`config.mk`:
```
export PLATFORM = sky130hd
export DESIGN_NAME = bnn_mem_reader
export DESIGN_NICKNAME = d
export VERILOG_FILES = /design/src/rtl/bnn_mem_reader.sv
export SDC_FILE = /design/constraint.sdc
export NUM_CORES = 1
export LEC_CHECK = 0
export CORE_MARGIN = 2
export CORE_UTILIZATION = 48
export CTS_CLUSTER_DIAMETER = 120
export DETAILED_ROUTE_END_ITERATION = 7
export MAX_ROUTING_LAYER = met4
export PLACE_DENSITY_LB_ADDON = 0.25
export SYNTH_ARGS = -nofsm -noshare
export SYNTH_HDL_FRONTEND = slang
export SYNTH_SLANG_ARGS = --single-unit
```
`constraint.sdc`:
```
create_clock -name clk -period 5.2 [get_ports clk]
set_clock_uncertainty 0.05 [all_clocks]
set_input_delay 0.52 -clock clk [delete_from_list [all_inputs] [get_ports clk]]
set_output_delay 0.52 -clock clk [all_outputs]
set_load 0.02 [all_outputs]
```
`src/rtl/bnn_mem_reader.sv`:
```
// bnn_mem_reader: read-side sequencer for mem_sys.
// On start, walks x and w banks neuron-major (for each neuron j, every input i)
// and streams (x[i], w[j][i]) bit pairs downstream over valid/ready.
// Ports:
//   clk, rst            : clock, synchronous active-high reset
//   start, n_in, n_out,
//   x_base, w_base,
//   sel_x_cfg, sel_w_cfg: pass launch and config (latched on start in IDLE)
//   we_x, we_w          : memory write enables, always 0
//   address_x/_w, sel_x/_w : registered read address / latched bank selects
//   data_out_x/_w       : memory read data, valid the cycle after address changes
//   out_valid/out_ready : pair handshake; out_x/out_w/out_last_in/out_last payload
//   busy, done          : busy in RUN/DRAIN, done one-cycle pulse at end of pass
module bnn_mem_reader #(
  parameter int X_AW = 10,
  parameter int W_AW = 20,
  parameter int NI_W = 11,
  parameter int NO_W = 10
) (
  input  logic            clk,
  input  logic            rst,
  input  logic            start,
  input  logic [NI_W-1:0] n_in,
  input  logic [NO_W-1:0] n_out,
  input  logic [X_AW-1:0] x_base,
  input  logic [W_AW-1:0] w_base,
  input  logic [1:0]      sel_x_cfg,
  input  logic [1:0]      sel_w_cfg,
  output logic            we_x,
  output logic            we_w,
  output logic [X_AW-1:0] address_x,
  output logic [W_AW-1:0] address_w,
  output logic [1:0]      sel_x,
  output logic [1:0]      sel_w,
  input  logic            data_out_x,
  input  logic            data_out_w,
  output logic            out_valid,
  input  logic            out_ready,
  output logic            out_x,
  output logic            out_w,
  output logic            out_last_in,
  output logic            out_last,
  output logic            busy,
  output logic            done
);

  typedef enum logic [1:0] {IDLE, RUN, DRAIN, DONE} state_t;

  typedef struct packed {
    logic x;
    logic w;
    logic last_in;
    logic last;
  } pair_t;

  state_t          state;
  logic [NI_W-1:0] nin_q, i_cnt;
  logic [NO_W-1:0] nout_q, j_cnt;
  logic [X_AW-1:0] xb_q;

  // One read in flight between address register and FIFO capture.
  logic            infl_v, infl_li, infl_l;

  pair_t           fifo_q [2];
  logic            rd_ptr, wr_ptr;
  logic [1:0]      cnt;

  logic            pop, start_ok, issue, room, drain_empty;
  logic            last_in, last;
  logic [NI_W-1:0] cur_i, cur_nin;
  logic [NO_W-1:0] cur_j, cur_nout;

  assign we_x        = 1'b0;
  assign we_w        = 1'b0;
  assign out_valid   = (cnt != 2'd0);
  assign out_x       = fifo_q[rd_ptr].x;
  assign out_w       = fifo_q[rd_ptr].w;
  assign out_last_in = fifo_q[rd_ptr].last_in;
  assign out_last    = fifo_q[rd_ptr].last;
  assign busy        = (state == RUN) || (state == DRAIN);
  assign done        = (state == DONE);

  assign pop      = out_valid && out_ready;
  assign start_ok = (state == IDLE) && start && (n_in != '0) && (n_out != '0);

  // The start edge itself issues read (0,0), so the first address shows in
  // cycle 1; in IDLE the "current" indices/counts come straight from the ports.
  always_comb begin
    cur_i    = i_cnt;
    cur_j    = j_cnt;
    cur_nin  = nin_q;
    cur_nout = nout_q;
    if (state == IDLE) begin
      cur_i    = '0;
      cur_j    = '0;
      cur_nin  = n_in;
      cur_nout = n_out;
    end
  end

  assign last_in = (cur_i == cur_nin - NI_W'(1));
  assign last    = last_in && (cur_j == cur_nout - NO_W'(1));

  // Occupancy after this edge (buffered + in flight - popped) must leave a slot.
  assign room        = ({1'b0, cnt} + {2'b0, infl_v} - {2'b0, pop}) < 3'd2;
  assign issue       = start_ok || ((state == RUN) && room);
  // Finish the cycle the last pair leaves, so done lands at N+2.
  assign drain_empty = !infl_v && (cnt == {1'b0, pop});

  always_ff @(posedge clk) begin
    if (rst) begin
      state     <= IDLE;
      nin_q     <= '0;
      nout_q    <= '0;
      xb_q      <= '0;
      i_cnt     <= '0;
      j_cnt     <= '0;
      address_x <= '0;
      address_w <= '0;
      sel_x     <= '0;
      sel_w     <= '0;
      infl_v    <= 1'b0;
      infl_li   <= 1'b0;
      infl_l    <= 1'b0;
      rd_ptr    <= 1'b0;
      wr_ptr    <= 1'b0;
      cnt       <= '0;
      fifo_q[0] <= '0;
      fifo_q[1] <= '0;
    end else begin
      case (state)
        IDLE: if (start) begin
          nin_q  <= n_in;
          nout_q <= n_out;
          xb_q   <= x_base;
          sel_x  <= sel_x_cfg;
          sel_w  <= sel_w_cfg;
          if (start_ok) state <= last ? DRAIN : RUN;
          else          state <= DONE;
        end
        RUN:   if (issue && last) state <= DRAIN;
        DRAIN: if (drain_empty)   state <= DONE;
        default: state <= IDLE;
      endcase

      infl_v <= issue;
      if (issue) begin
        address_x <= ((state == IDLE) ? x_base : xb_q) + X_AW'(cur_i);
        // Running pointer: w address is just the previous one plus one.
        address_w <= (state == IDLE) ? w_base : address_w + W_AW'(1);
        i_cnt     <= last_in ? '0 : cur_i + NI_W'(1);
        j_cnt     <= last_in ? cur_j + NO_W'(1) : cur_j;
        infl_li   <= last_in;
        infl_l    <= last;
      end

      if (pop) rd_ptr <= ~rd_ptr;
      if (infl_v) begin
        fifo_q[wr_ptr] <= '{x: data_out_x, w: data_out_w, last_in: infl_li, last: infl_l};
        wr_ptr         <= ~wr_ptr;
      end
      cnt <= cnt + {1'b0, infl_v} - {1'b0, pop};
    end
  end

endmodule

```
==> run_results.csv, run 1 <==
group,metric,value,unit
floorplan,rows,42,
detailed_routing,ant_nets,0,
global_routing,grt-ovfl-total,0,
clock_tree,htree_num_levels,3,
setup_path,cp_cell_sequence,"inv_1 -> ha_4 -> mux2i_1 -> ha_1 -> and3b_1 -> o22ai_1 -> a21oi_1 -> a2bb2oi_1 -> nor4b_4 -> a21oi_2 -> nor4b_1 -> a221o_1",
detailed_routing,dr.first_iter.drc_count,450,
power,total_power,0.00379,W
global_routing,antenna_found_initial,0,
layout,fin_util,0.592,
logic_synthesis,synthCells,815,
detailed_routing,vias,6045,
sta,fin_tns_setup,0,ps
floorplan,die_w,119,um
floorplan,die_area,14300,um^2
setup_path,worstSetupEndpointType,"flop",
setup_path,critPathLaunchType,"flop",
layout,insertedDiodeCount,0,
sta,worst_slew_pin_slew,1160,ps
sta,hold_violations,0,
job,max_cap_violations,0,
logic_synthesis,ys_warn_count,0,
sta,setup_viol,0,
sta,slew_viol_final,0,
logic_synthesis,syn-cell-area,6390,um^2
logic_synthesis,synthTopCellsByCount,"nand2_1, dfxtp_1, a21oi_1",
clock_tree,clk_pin_slew,70,ps
logic_synthesis,synth_top_area_frac,0.301,
placement,dpl.hpwl,11300,um
layout,area.growth.synth_to_final,21.6,%
clock_tree,clk_latency,360,ps
clock_tree,cts-root-buf,"clkbuf_16",
power,clockPowerShare,0.189,
floorplan,initial_core_util,0.487,
detailed_routing,avgViaCountPerCell,5.69,
clock_tree,cts.repair.resized,0,
power,p_int,0.00219,W
sta,hold-worst-slack,400,ps
floorplan,die_h,119,um
detailed_routing,wl_per_cell,15.3,um
detailed_routing,finalWirelength,16200,um
placement,dpl.cell_count,1046,
logic_synthesis,ys_seq_area_frac,0.338,
logic_synthesis,avgSynthCellArea,7.84,um^2
setup_path,crit_slowest_cell,"nor4b_4",
logic_synthesis,synth.area.top_cells,"dfxtp_1, nand2_1, a21oi_1",
power,p_sw,0.00160,W
power,seqPwrFrac,0.303,
clock_tree,cts_sinks,104,
setup_path,cp.required,5400,ps
clock_tree,cts_buffers,9,
sta,grt_setup_unrepaired,"no",
sta,finalCriticalPeriod,3740,ps
layout,final_cells,1062,
clock_tree,cts_setup_buffers,0,
power,switching_share,0.422,
global_routing,grt_pass1_vias,5611,
sta,clock.fmax,267,MHz
power,power.leakage,2.90,nW
global_routing,grt_pass1_wl,27300,um
logic_synthesis,ys_seq_elements,104,
run_status,status,"complete, no violations",
clock_tree,postCtsHoldBufs,0,
layout,final_nets,964,
detailed_routing,drc_errors,0,
logic_synthesis,ys.flop_type,"dfxtp_1",
detailed_routing,firstDrtPassIters,5,
clock_tree,clockBufferDepth,2,
sta,slew_headroom,0.227,
global_routing,grt_max_degree,90,
power,combPwrFrac,0.508,
setup_path,critPathMaxFanout,40,
logic_synthesis,synth_top_area_cell,"dfxtp_1",
clock_tree,cts_tree,"built",
power,cellPowerDensity,488,nW/um^2
setup_path,slowest_delay,570,ps
placement,io_buffer_count,101,
logic_synthesis,synth_edf_count,8,
setup_path,crit_type,"flop to flop",
worst_hold_path,hold_class,"flop to flop",
power,ir_worst_vdd,0.263,mV
sta,post-route-period-util,0.719,
logic_synthesis,synth_cell_type_count,74,
floorplan,fp.coreArea,13100,um^2
global_routing,grt_use_total,0.240,
setup_path,arrival,3930,ps
logic_synthesis,async_flop_share,0,
floorplan,pin_count,104,
placement,gp_routability_congestion,0.867,
layout,drive_gt1_frac,0.0564,
logic_synthesis,yosysMostFrequentCell,"nand2_1",
## layer usage
layer  routed length (um)  vias up  share of wire  global-route usage
met5                    0        -              0                   -
met4                  218        0          0.013              0.0632
met3                  670       16          0.041              0.0460
met2                 8010      144           0.49               0.399
met1                 7320     2833           0.45               0.301
li1                     -     3052              -                   -
## registers in the layout, indices dropped and copies added, names as in the netlist, named ones only
name,flops
infl_l,1
sel_w,2
nin_q,11
fifo_q,8
cnt,2
i_cnt,11
rd_ptr,1
nout_q,10
j_cnt,10
address_x,10
state,2
wr_ptr,1
address_w,20
infl_li,1
infl_v,1
xb_q,10
sel_x,2
## worst max-delay path, delay by kind of cell, from the launching register on
| family | cells | cell delay (ps) |
|---|---|---|
| DFF | 1 | 350 |
| buffers and inverters | 1 | 150 |
| and+or+nand+nor | 3 | 990 |
| AOI/OAI and AO/OA | 5 | 1020 |
| adders and majority gates | 2 | 800 |
| muxes | 1 | 250 |
## per-stage QoR
stage / area [um^2] / setup slack (ps)
floorplan: 6400 / 866
global placement: 7460 / 1170
detailed placement: 7460 / 1120
CTS: 7780 / 1470
global route: 7780 / 1110
finish: 7780 / 1460
## final timing paths
| check | from | end | slack [ps] | depth (start not counted) |
|---|---|---|---|---|
| setup / recovery | state[1]$_SDFFE_PP0P_ | i_cnt[4]$_SDFFE_PP0N_ | 1460 | 12 |
| hold / removal | address_x[5]$_SDFFE_PP0N_ | address_x[5]$_SDFFE_PP0N_ | 400 | 2 |
| setup reg to reg | state[1]$_SDFFE_PP0P_ | i_cnt[4]$_SDFFE_PP0N_ | 1460 | 12 |
| hold reg to reg | address_x[5]$_SDFFE_PP0N_ | address_x[5]$_SDFFE_PP0N_ | 400 | 2 |
## cell usage in the layout, fill, tap and decap left out, types with 8 or more instances in the layout
| cell | synthesis | routed |
|---|---|---|
| mux2_2 | 14 | 14 |
| and3_1 | 11 | 11 |
| a22oi_1 | 8 | 8 |
| nand3_1 | 30 | 30 |
| clkbuf_16 | 0 | 10 |
| o21ai_0 | 28 | 28 |
| a22o_1 | 9 | 9 |
| mux2i_1 | 14 | 14 |
| a21oi_1 | 87 | 87 |
| xor2_1 | 19 | 19 |
| nand4_1 | 9 | 9 |
| ha_1 | 20 | 19 |
| nand2_1 | 138 | 138 |
| and2_1 | 10 | 10 |
| nor2_1 | 56 | 56 |
| inv_1 | 17 | 17 |
| edfxtp_1 | 8 | 8 |
| a31oi_1 | 11 | 11 |
| xnor2_1 | 28 | 28 |
| nor2b_1 | 11 | 11 |
| clkdlybuf4s50_1 | 0 | 100 |
| nor4_1 | 15 | 15 |
| dfxtp_1 | 96 | 96 |
| buf_4 | 2 | 9 |
| nor3_1 | 21 | 21 |
## cell families (layout without fill, tap and decap cells)
group | after synthesis | count (layout) | synth area share
AO/OA/AOI/OAI | 207 | 207 | 0.206
XOR/XNOR | 47 | 47 | 0.0644
adder cells (fa/ha/maj) | 22 | 22 | 0.0454
buffers and inverters | 75 | 145 | 0.0489
flip-flops | 104 | 104 | 0.338
multiplexers | 28 | 28 | 0.0466
other | 1 | 2 | 0.000587
AND/OR/NAND/NOR | 331 | 331 | 0.250
## layout make-up
cell class / instances / area (um^2)
Inverter: 19 / 71.3
Tap cell: 176 / 220
Timing Repair Buffer: 110 / 1070
Clock inverter: 4 / 47.5
Sequential cell: 104 / 2160
Clock buffer: 12 / 268
Fill cell: 1241 / 5360
Multi-Input combinational cell: 637 / 3930
## power groups by stage
| stage | Combinational [W] | Sequential [W] | Clock (W) |
|---|---|---|---|
| floorplan | 0.00128 | 0.00123 | 0 |
| global placement | 0.00191 | 0.00116 | 0 |
| detailed placement | 0.00193 | 0.00116 | 0 |
| CTS | 0.00194 | 0.00115 | 0.000739 |
| global route | 0.00215 | 0.00118 | 0.000765 |
| finish | 0.00193 | 0.00115 | 0.000718 |
No activity file was read; power rests on OpenSTA's default activity.
==> run 2, diff against run 1 <==
==> constraint.sdc (replaced) <==
create_clock -name clk -period 3.4 [get_ports clk]
set_clock_uncertainty 0.05 [all_clocks]
set_input_delay 0.34 -clock clk [delete_from_list [all_inputs] [get_ports clk]]
set_output_delay 0.34 -clock clk [all_outputs]
set_load 0.02 [all_outputs]
==> run 2 against run 1 <==
Against the previous run: critical path type unchanged; largest power group unchanged; critical endpoint unchanged; register-to-register slack worse by 1200 ps; core utilization is 1.4 points higher; wire length is 3.0% higher; worst setup slack worse by 1200 ps; flip-flop and latch count stayed put; hold slack worse by 23 ps; global-route usage is 0.35 points higher.
==> run_results.csv, run 2 (synthesized netlist as in run 1, its figures left out) <==
group,metric,value,unit
placement,io_buffer_count,101,
clock_tree,cts_buffers,9,
setup_path,worstSetupEndpointType,"flop",
global_routing,grt_max_degree,60,
power,p_int,0.00340,W
detailed_routing,drc_errors,0,
setup_path,critPathMaxFanout,7,
detailed_routing,avgViaCountPerCell,5.69,
clock_tree,cts-root-buf,"clkbuf_16",
setup_path,crit_type,"flop to flop",
detailed_routing,wl_per_cell,15.4,um
clock_tree,cts_setup_buffers,0,
clock_tree,postCtsHoldBufs,0,
sta,grt_setup_unrepaired,"no",
power,seqPwrFrac,0.297,
clock_tree,clockBufferDepth,2,
global_routing,grt_use_total,0.244,
sta,worst_slew_pin_slew,594,ps
power,power.leakage,2.99,nW
setup_path,r2r_slack,220,ps
detailed_routing,finalWirelength,16700,um
setup_path,r2r-end,"i_cnt[4]$_SDFFE_PP0N_",
setup_path,reg2reg_from,"cnt[1]$_SDFF_PP0_",
placement,gp_routability_congestion,0.847,
placement,dpl.hpwl,11900,um
floorplan,rows,42,
global_routing,grt_pass1_vias,5716,
power,p_sw,0.00253,W
clock_tree,cts_sinks,104,
detailed_routing,ant_nets,0,
clock_tree,clk_pin_slew,70,ps
layout,regMostFlops,"address_w",
layout,final_nets,984,
setup_path,critPathLaunchType,"flop",
power,cellPowerDensity,746,nW/um^2
worst_hold_path,hold-path-cell-count,4,
floorplan,pin_count,104,
sta,finalCriticalPeriod,3180,ps
power,ir_worst_vdd,0.393,mV
power,clockPowerShare,0.171,
floorplan,die_w,119,um
detailed_routing,firstDrtPassIters,5,
power,switching_share,0.426,
power,combPwrFrac,0.532,
sta,post-route-period-util,0.935,
worst_hold_path,hold_class,"primary input to flop",
sta,slew_viol_final,0,
layout,mostFrequentLayoutCell,"nand2_1",
global_routing,grt-ovfl-total,0,
floorplan,die_h,119,um
sta,fin_tns_setup,0,ps
layout,area.growth.synth_to_final,24.4,%
layout,final_cell_mix,"nand2_1, clkdlybuf4s50_1, dfxtp_1",
worst_hold_path,hold_start,"rst",
layout,fillers,1196,
setup_path,rr_worst_depth,13,
layout,largest_reg_flops,20,
sta,hold_violations,0,
layout,drive_gt1_frac,0.0883,
global_routing,antenna_found_initial,0,
clock_tree,clk_latency,360,ps
layout,design_area,7950,um^2
setup_path,cp.required,3650,ps
setup_path,arrival,3430,ps
clock_tree,cts_tree,"built",
clock_tree,htree_num_levels,3,
placement,placed_cell_area,7660,um^2
layout,largest_registers,"address_w (20), i_cnt (11), nin_q (11)",
worst_hold_path,worst_hold_path.endpoint,"state[1]$_SDFFE_PP0P_",
layout,insertedDiodeCount,0,
floorplan,initial_core_util,0.487,
run_status,status,"complete, no violations",
sta,clock.fmax,315,MHz
global_routing,grt_pass1_wl,27800,um
sta,slew_headroom,0.601,
power,total_power,0.00593,W
detailed_routing,dr.first_iter.drc_count,390,
floorplan,die_area,14300,um^2
sta,setup_viol,0,
job,max_cap_violations,0,
floorplan,fp.coreArea,13100,um^2
detailed_routing,vias,6154,
[run 2: layout make-up]
type / count / area (um^2) / share of cell area
Inverter: 19 / 71.3 / 0.00897
Tap cell: 176 / 220 / 0.0277
Timing Repair Buffer: 130 / 1250 / 0.157
Clock buffer: 12 / 256 / 0.0322
Multi-Input combinational cell: 637 / 3970 / 0.499
Clock inverter: 4 / 27.5 / 0.00346
Sequential cell: 104 / 2160 / 0.272
[run 2: layer usage]
metal  vias to the layer above  GRT usage  share of wire
met2                       136      0.413           0.50
met1                      2901      0.301           0.45
li1                       3097          -              -
met5                         -          -              0
met3                        20     0.0469          0.039
met4                         0     0.0603          0.014
[run 2: power groups by stage]
stage	Combinational, W	Sequential, W	Clock (W)
after floorplan	0.00207	0.00188	0
after global routing	0.00344	0.00180	0.00109
final	0.00316	0.00176	0.00101
after global placement	0.00308	0.00178	0
after detailed placement	0.00313	0.00179	0
after CTS	0.00315	0.00176	0.00104
[run 2: worst max-delay path by stage]
| stage | startpoint | to | slack [ps] | depth (start not counted) |
|---|---|---|---|---|
| final | cnt[1]$_SDFF_PP0_ | i_cnt[4]$_SDFFE_PP0N_ | 220 | 13 |
| after global routing | state[1]$_SDFFE_PP0P_ | j_cnt[4]$_SDFFE_PP0N_ | 2 | 12 |
| after CTS | cnt[1]$_SDFF_PP0_ | i_cnt[9]$_SDFFE_PP0N_ | 120 | 13 |
| after detailed placement | out_ready | i_cnt[5]$_SDFFE_PP0N_ | -30 | 13 |
| after global placement | out_ready | i_cnt[9]$_SDFFE_PP0N_ | 40 | 12 |
| after floorplan | state[1]$_SDFFE_PP0P_ | j_cnt[4]$_SDFFE_PP0N_ | -110 | 19 |
[run 2: repair_timing]
item | 4_1_cts | 5_1_grt
hold endpoints to repair | 0 | 0
endpoints found under the setup margin | 0 | 4
gates resized for setup | 0 | 2
[run 2: metrics by stage]
| stage | setup WS, ps | hold WS (ps) | std cells | utilization |
|---|---|---|---|---|
| 3_5_place_dp | -32.4 | 394 | 1066 | 0.583 |
| 3_3_place_gp | 35.2 | 390 | 1066 | 0.583 |
| 4_1_cts | 121 | 360 | 1082 | 0.605 |
| 5_1_grt | 2.18 | 399 | 1082 | 0.605 |
| 2_1_floorplan | -110 | 382 | 816 | - |
| 6_report | 221 | 377 | 1082 | 0.605 |
[run 2: worst max-delay path, stage by stage, from the launching register on]
cell,delay [ps]
dfxtp_1,340
inv_1,110
nand2_1,70
and2_1,190
ha_1,280
inv_1,40
ha_1,190
fa_1,460
or3_1,450
nand2_2,180
nand2_1,160
a21oi_4,200
nor4b_1,260
a221o_1,140
